$ cat src/rtl/mul_div_unit_if.sv
// mul_div_unit_if: request/result bundle between the execute stage and the
// iterative multiply/divide unit.
//   start  - request strobe (sampled only while busy=0)
//   op     - 000 MULT, 001 MULTU, 010 DIV, 011 DIVU, 100 MTHI, 101 MTLO, 11x no-op
//   a, b   - rs / rt operands
//   cancel - pipeline flush, aborts an in-flight operation
//   busy   - operation iterating, hazard unit stalls on this
//   done   - one-cycle pulse when HI/LO were written by a mul/div
//   hi, lo - architectural HI/LO registers
interface mul_div_unit_if #(
  parameter int unsigned WIDTH = 32
);
  logic             start;
  logic [2:0]       op;
  logic [WIDTH-1:0] a;
  logic [WIDTH-1:0] b;
  logic             cancel;
  logic             busy;
  logic             done;
  logic [WIDTH-1:0] hi;
  logic [WIDTH-1:0] lo;

  modport master (
    output start, op, a, b, cancel,
    input  busy, done, hi, lo
  );

  modport slave (
    input  start, op, a, b, cancel,
    output busy, done, hi, lo
  );
endinterface

$ cat src/rtl/mul_div_unit.sv
// mul_div_unit: iterative MIPS MULT/MULTU/DIV/DIVU unit owning HI/LO, also
// serving MTHI/MTLO. One radix-2 step per clock, 32 steps, then a sign-fix
// cycle that writes HI/LO.
//   clk   - rising-edge clock
//   rst_n - asynchronous active-low reset
//   bus   - mul_div_unit_if.slave (start/op/a/b/cancel in, busy/done/hi/lo out)
module mul_div_unit #(
  parameter int unsigned WIDTH = 32
) (
  input  logic           clk,
  input  logic           rst_n,
  mul_div_unit_if.slave  bus
);

  localparam int unsigned CW = $clog2(WIDTH);
  localparam logic [CW-1:0] LAST = CW'(WIDTH - 1);

  typedef enum logic [1:0] {IDLE, CALC, FIX} state_t;

  state_t state, state_nx;

  logic [CW-1:0]      cnt;
  // Mul: {partial product upper, multiplier being shifted out}.
  // Div: {partial remainder, dividend shifting out / quotient shifting in}.
  logic [2*WIDTH-1:0] acc;
  logic [WIDTH-1:0]   opnd;      // multiplicand magnitude or divisor magnitude
  logic               is_div;
  logic               neg_main;  // negate product, or negate quotient
  logic               neg_rem;   // remainder takes the dividend's sign

  logic [WIDTH-1:0]   hi_q, lo_q;
  logic               done_q;

  // Request decode
  logic               req_muldiv;
  logic               req_signed;
  logic               accept;
  logic [WIDTH-1:0]   mag_a, mag_b;

  assign req_muldiv = (bus.op[2] == 1'b0);
  assign req_signed = (bus.op[0] == 1'b0);
  assign accept     = (state == IDLE) && bus.start && !bus.cancel;
  assign mag_a      = (req_signed && bus.a[WIDTH-1]) ? -bus.a : bus.a;
  assign mag_b      = (req_signed && bus.b[WIDTH-1]) ? -bus.b : bus.b;

  // One shift-add multiply step
  logic [WIDTH:0]     mul_sum;
  logic [2*WIDTH-1:0] mul_next;

  assign mul_sum  = {1'b0, acc[2*WIDTH-1:WIDTH]} + (acc[0] ? {1'b0, opnd} : '0);
  assign mul_next = {mul_sum, acc[WIDTH-1:1]};

  // One restoring divide step; the borrow bit of the trial subtraction
  // tells whether the shifted remainder was below the divisor.
  logic [WIDTH:0]     div_shift;
  logic [WIDTH:0]     div_diff;
  logic [2*WIDTH-1:0] div_next;

  assign div_shift = {acc[2*WIDTH-1:WIDTH], acc[WIDTH-1]};
  assign div_diff  = div_shift - {1'b0, opnd};
  assign div_next  = div_diff[WIDTH]
                   ? {div_shift[WIDTH-1:0], acc[WIDTH-2:0], 1'b0}
                   : {div_diff[WIDTH-1:0],  acc[WIDTH-2:0], 1'b1};

  // Sign correction. A zero divisor needs no special case: every trial
  // subtraction succeeds, so the quotient is all ones and the remainder ends
  // up as |a|, which the dividend-sign fix turns back into a.
  logic [2*WIDTH-1:0] prod_fix;
  logic [WIDTH-1:0]   quo_fix, rem_fix;

  assign prod_fix = neg_main ? -acc : acc;
  assign quo_fix  = neg_main ? -acc[WIDTH-1:0] : acc[WIDTH-1:0];
  assign rem_fix  = neg_rem  ? -acc[2*WIDTH-1:WIDTH] : acc[2*WIDTH-1:WIDTH];

  // FSM
  always_ff @(posedge clk or negedge rst_n) begin
    if (!rst_n) begin
      state <= IDLE;
    end else begin
      state <= state_nx;
    end
  end

  always_comb begin
    state_nx = state;
    unique case (state)
      IDLE: if (accept && req_muldiv) state_nx = CALC;
      CALC: begin
        if (bus.cancel)        state_nx = IDLE;
        else if (cnt == LAST)  state_nx = FIX;
      end
      FIX:     state_nx = IDLE;
      default: state_nx = IDLE;
    endcase
  end

  // Datapath
  always_ff @(posedge clk or negedge rst_n) begin
    if (!rst_n) begin
      cnt      <= '0;
      acc      <= '0;
      opnd     <= '0;
      is_div   <= 1'b0;
      neg_main <= 1'b0;
      neg_rem  <= 1'b0;
    end else begin
      unique case (state)
        IDLE: begin
          if (accept && req_muldiv) begin
            cnt    <= '0;
            is_div <= bus.op[1];
            if (bus.op[1]) begin
              acc      <= {{WIDTH{1'b0}}, mag_a};
              opnd     <= mag_b;
              neg_main <= req_signed && (bus.a[WIDTH-1] ^ bus.b[WIDTH-1]) && (bus.b != '0);
              neg_rem  <= req_signed && bus.a[WIDTH-1];
            end else begin
              acc      <= {{WIDTH{1'b0}}, mag_b};
              opnd     <= mag_a;
              neg_main <= req_signed && (bus.a[WIDTH-1] ^ bus.b[WIDTH-1]);
              neg_rem  <= 1'b0;
            end
          end
        end
        CALC: begin
          acc <= is_div ? div_next : mul_next;
          cnt <= cnt + 1'b1;
        end
        default: ;
      endcase
    end
  end

  // HI/LO and done
  always_ff @(posedge clk or negedge rst_n) begin
    if (!rst_n) begin
      hi_q   <= '0;
      lo_q   <= '0;
      done_q <= 1'b0;
    end else begin
      done_q <= (state == FIX) && !bus.cancel;
      if ((state == FIX) && !bus.cancel) begin
        if (is_div) begin
          hi_q <= rem_fix;
          lo_q <= quo_fix;
        end else begin
          hi_q <= prod_fix[2*WIDTH-1:WIDTH];
          lo_q <= prod_fix[WIDTH-1:0];
        end
      end else if (accept) begin
        if (bus.op == 3'b100) hi_q <= bus.a;
        if (bus.op == 3'b101) lo_q <= bus.a;
      end
    end
  end

  assign bus.busy = (state != IDLE);
  assign bus.done = done_q;
  assign bus.hi   = hi_q;
  assign bus.lo   = lo_q;

endmodule
$ cat src/flat_wrapper.sv
// flat-port wrapper written by rule: the top's interface ports become plain ports
module mul_div_unit_flat 
#(
  parameter int unsigned WIDTH = 32
)
  (clk, rst_n, bus_start, bus_op, bus_a, bus_b, bus_cancel, bus_busy, bus_done, bus_hi, bus_lo);
  mul_div_unit_if #(.WIDTH(WIDTH)) bus_i ();
  input  logic clk;
  input  logic rst_n;
  input wire logic [$bits(bus_i.start)-1:0] bus_start;
  input wire logic [$bits(bus_i.op)-1:0] bus_op;
  input wire logic [$bits(bus_i.a)-1:0] bus_a;
  input wire logic [$bits(bus_i.b)-1:0] bus_b;
  input wire logic [$bits(bus_i.cancel)-1:0] bus_cancel;
  output wire logic [$bits(bus_i.busy)-1:0] bus_busy;
  output wire logic [$bits(bus_i.done)-1:0] bus_done;
  output wire logic [$bits(bus_i.hi)-1:0] bus_hi;
  output wire logic [$bits(bus_i.lo)-1:0] bus_lo;
  assign bus_i.start = bus_start;
  assign bus_i.op = bus_op;
  assign bus_i.a = bus_a;
  assign bus_i.b = bus_b;
  assign bus_i.cancel = bus_cancel;
  assign bus_busy = bus_i.busy;
  assign bus_done = bus_i.done;
  assign bus_hi = bus_i.hi;
  assign bus_lo = bus_i.lo;
  mul_div_unit #(.WIDTH(WIDTH)) u_core (.clk(clk), .rst_n(rst_n), .bus(bus_i));
endmodule
$ cat config.mk
export PLATFORM = sky130hd
export DESIGN_NAME = mul_div_unit_flat
export DESIGN_NICKNAME = d
export VERILOG_FILES = /design/src/rtl/mul_div_unit_if.sv /design/src/rtl/mul_div_unit.sv /design/src/flat_wrapper.sv
export SDC_FILE = /design/constraint.sdc
export NUM_CORES = 1
export LEC_CHECK = 0
export CELL_PAD_IN_SITES_DETAIL_PLACEMENT = 0
export CELL_PAD_IN_SITES_GLOBAL_PLACEMENT = 1
export CORE_UTILIZATION = 45
export DETAILED_ROUTE_END_ITERATION = 8
export GPL_ROUTABILITY_DRIVEN = 0
export PLACE_DENSITY_LB_ADDON = 0.1
export RECOVER_POWER = 50
export SYNTH_ARGS = -nofsm -noshare
export SYNTH_HDL_FRONTEND = slang
export SYNTH_SLANG_ARGS = --single-unit
export TNS_END_PERCENT = 50
$ cat constraint.sdc
create_clock -name clk -period 4.6 [get_ports clk]
set_clock_uncertainty 0.2 [all_clocks]
set_input_delay 0.69 -clock clk [delete_from_list [all_inputs] [get_ports clk]]
set_output_delay 0.69 -clock clk [all_outputs]
set_load 0.01 [all_outputs]
==> flow_summary_export.csv <==
group,metric,value,unit
worst_setup_path,required,4.79,ns
route,drt_wl_total,57910,um
synth,yosys.area_share.simple,17.49,%
clock_tree,cts_buffers,17,
die,coreArea,0.03270,sq mm
clock_tree,clkTransAtPathRegs,0.08,ns
clock_tree,post_cts_buffers,0,
route,vias,15190,
die,rows,66,
route,ant_nets,0,
placed_design,dpl.hpwl,44280,um
cells_and_area,final_common_cell,"nand2_1",
synth,synth-adder-area-share,6.081,%
cells_and_area,finalInstanceArea,0.01760,sq mm
outcome,status,"finished with violations",
worst_setup_path,crit_fanout,9,
sta,setup_tns,0,ns
clock_tree,post_cts_resize_count,0,
global_route,antenna_found_initial,1,
global_route,grt_pass1_vias,14000,
synth,synth_xor_area_share,9.769,%
pwr,power-per-cell-area,561.3,mW/mm^2
pwr,power.leakage,7.547,nW
cells_and_area,area_growth,16.86,%
die,fp.dieH,185.0,um
worst_setup_path,cpPeakStageDelay,0.69,ns
flow_run,max_cap_viol_count,1,
die,fp.dieW,185.0,um
route,drtIter0Drc,1633,
cells_and_area,num_antenna_cells,0,
clock_tree,clock_path_buffers,2,
cells_and_area,fin_nets,2134,
die,start_util,46.06,%
route,wl_per_cell,23.68,um
synth,synth_cells,1894,
clock_tree,cts_sinks,171,
route,drtPass1Iterations,5,
sta,rsz0062_at_grt,"false",
die,die-area,0.03421,sq mm
global_route,grt_overflow_total,0,
sta,setup_viol,0,
clock_tree,cts_hold_buffers,0,
synth,synth-compound-area-share,25.83,%
sta,fmaxAchievable,236.7,MHz
synth,synth_top_family_by_area,"compound AO/OA/AOI/OAI gates",
global_route,grt_max_degree,98,
worst_setup_path,cp-end-kind,"flop",
sta,min_period,4.225,ns
synth,syn_area,0.01506,sq mm
cells_and_area,fillers,3208,
worst_setup_path,r2r_slack,0.37,ns
synth,ys_seq_area_share,28.41,%
sta,holdWs,0.2877,ns
clock_tree,h-tree-depth,4,
synth,synth_nets,2037,
sta,fin_crit_sh,91.85,%
synth,ys.flop_type,"dfrtp_1",
clock_tree,ctsRootBufferMaster,"clkbuf_16",
synth,avgSynthCellArea,7.952,sq um
cells_and_area,final_cells,2445,
outcome,violations,"capacitance limit, slew limit",
sta,postLayoutSetupSlackWorst,0.3749,ns
die,ios,137,
placed_design,numPortBuffers,136,
synth,synthArstFlopShare,100.0,%
pwr,total_power,9.879,mW
synth,synth_edf_count,0,
synth,synth_mux_area_share,7.676,%
clock_tree,cts_tree,"done",
worst_setup_path,slowest_stage,"o311ai_0",
synth,yosysWarnings,0,
hold_path,min_path_type,"flop to flop",
pwr,ir_drop,0.3246,mV
sta,finalMaxSlewViolations,92,
route,viasPerCell,6.214,
placed_design,placed_area,0.01705,sq mm
sta,hold_viol,0,
sta,slew_headroom,-73.45,%
global_route,grt_first_pass_wirelength,86840,um
clock_tree,clk_latency,0.46,ns
cells_and_area,final_cell_mix,"nand2_1 (205), o21ai_0 (201), dfrtp_1 (170)",
route,drc,0,
cells_and_area,final_util,53.83,%
synth,synth_seq_cells,171,
placed_design,dp_slack,0.1495,ns
worst_setup_path,worstSetupPathType,"flop to flop",
global_route,grt_usage,34.10,%
worst_setup_path,cp-start-kind,"flop",
worst_setup_path,path_cells,"ha_1 > nor2b_1 > o31ai_1 > a211oi_1 > o21ai_0 > a31oi_1 > o21ai_2 > nand2_1 > o311ai_0 > o311a_1",
synth,synth_cell_types,74,
placed_design,placed_cells,2414,
sta,worst_pin_slew,2.602,ns
worst_setup_path,critPathArrivalTime,4.41,ns
cells_and_area,drive_gt1_share,6.940,%
==> registers in the layout (all words and copies together) (netlist names), 2 cells and up <==
signal	flops
u_core.acc	64
u_core.bus.hi	32
u_core.bus.lo	32
u_core.opnd	32
u_core.cnt	5
u_core.state	2
==> routing by layer <==
layer / share of wire (%) / up-vias / global-route usage (%)
met5: 0 / - / 0
met4: 4.3 / 0 / 14.94
met1: 45 / 7317 / 48.92
li1: - / 7042 / -
met2: 43 / 724 / 50.77
met3: 7.8 / 111 / 4.660
==> cells by family (layout without fill, tap and decap cells) <==
logic type | Yosys count | after routing
mux | 114 | 114
flops | 171 | 171
compound gates | 628 | 628
buf+inv | 185 | 294
simple gates | 556 | 556
xor+xnor | 168 | 168
fa+ha+maj | 72 | 72
==> worst paths after layout <==
kind | startpoint | end | depth (start not counted)
min reg2reg | u_core.opnd[5] | u_core.opnd[5] | 2
min in group asynchronous | rst_n | u_core.bus.hi[6] | 1
max | u_core.acc[33] | u_core.acc[62] | 10
max in group asynchronous | rst_n | u_core.bus.lo[9] | 2
min | u_core.opnd[5] | u_core.opnd[5] | 2
max reg2reg | u_core.acc[33] | u_core.acc[62] | 10
==> cells in the mapped netlist, drive strengths merged (4+ instances only) <==
cell type	count	area [sq um]
nand4	11	75.07
dfrtp	171	4279
nor3b	5	37.54
o21a	11	82.58
nor3	35	175.2
xor2	78	683.2
o21bai	5	37.54
a311oi	5	43.79
a21oi	145	725.7
o22ai	5	31.28
mux2i	102	1021
a31oi	31	193.9
ha	70	875.8
and3	9	56.30
a211oi	49	367.9
and2	12	75.07
buf	22	103.9
nand3	22	110.1
nor2	150	563.0
o31ai	29	217.7
mux2	12	135.1
inv	64	240.2
or2	7	43.80
o211a	4	40.04
a21o	32	240.2
clkbuf	99	371.6
o21ai	210	1074
and4	4	35.03
a22oi	21	157.7
o41ai	12	105.1
xnor2	90	788.3
a311o	4	40.04
nand2b	19	118.9
nand2	205	769.5
a21boi	4	30.03
nor4	14	117.6
o211ai	30	225.2
nor2b	19	118.9
a31o	4	35.03
or4	14	116.4
or3	19	123.9
==> worst max-delay path, delay by kind of cell (launching register included) <==
kind / cells / cell delay, ns
flops: 1 / 0.50
compound gates: 7 / 2.49
simple gates: 2 / 0.58
fa+ha+maj: 1 / 0.38
==> cell type report <==
| cell class | instances | area [sq um] | share of cell area (%) |
|---|---|---|---|
| Clock buffer | 19 | 442.9 | 2.516 |
| Clock inverter | 12 | 136.4 | 0.7748 |
| Inverter | 64 | 240.2 | 1.365 |
| Multi-Input combinational cell | 1538 | 10090 | 57.33 |
| Sequential cell | 171 | 4280 | 24.32 |
| Tap cell | 442 | 553.0 | 3.142 |
| Timing Repair Buffer | 199 | 1858 | 10.56 |
==> power breakdown <==
group | leakage, nW | total [mW] | internal (mW) | switching, mW
sequential | 2.12 | 2.56 | 1.94 | 0.624
clock | 0.288 | 1.51 | 0.819 | 0.691
combinational | 5.14 | 5.81 | 2.39 | 3.42
Note: power is estimated with default switching activity, not from simulation.
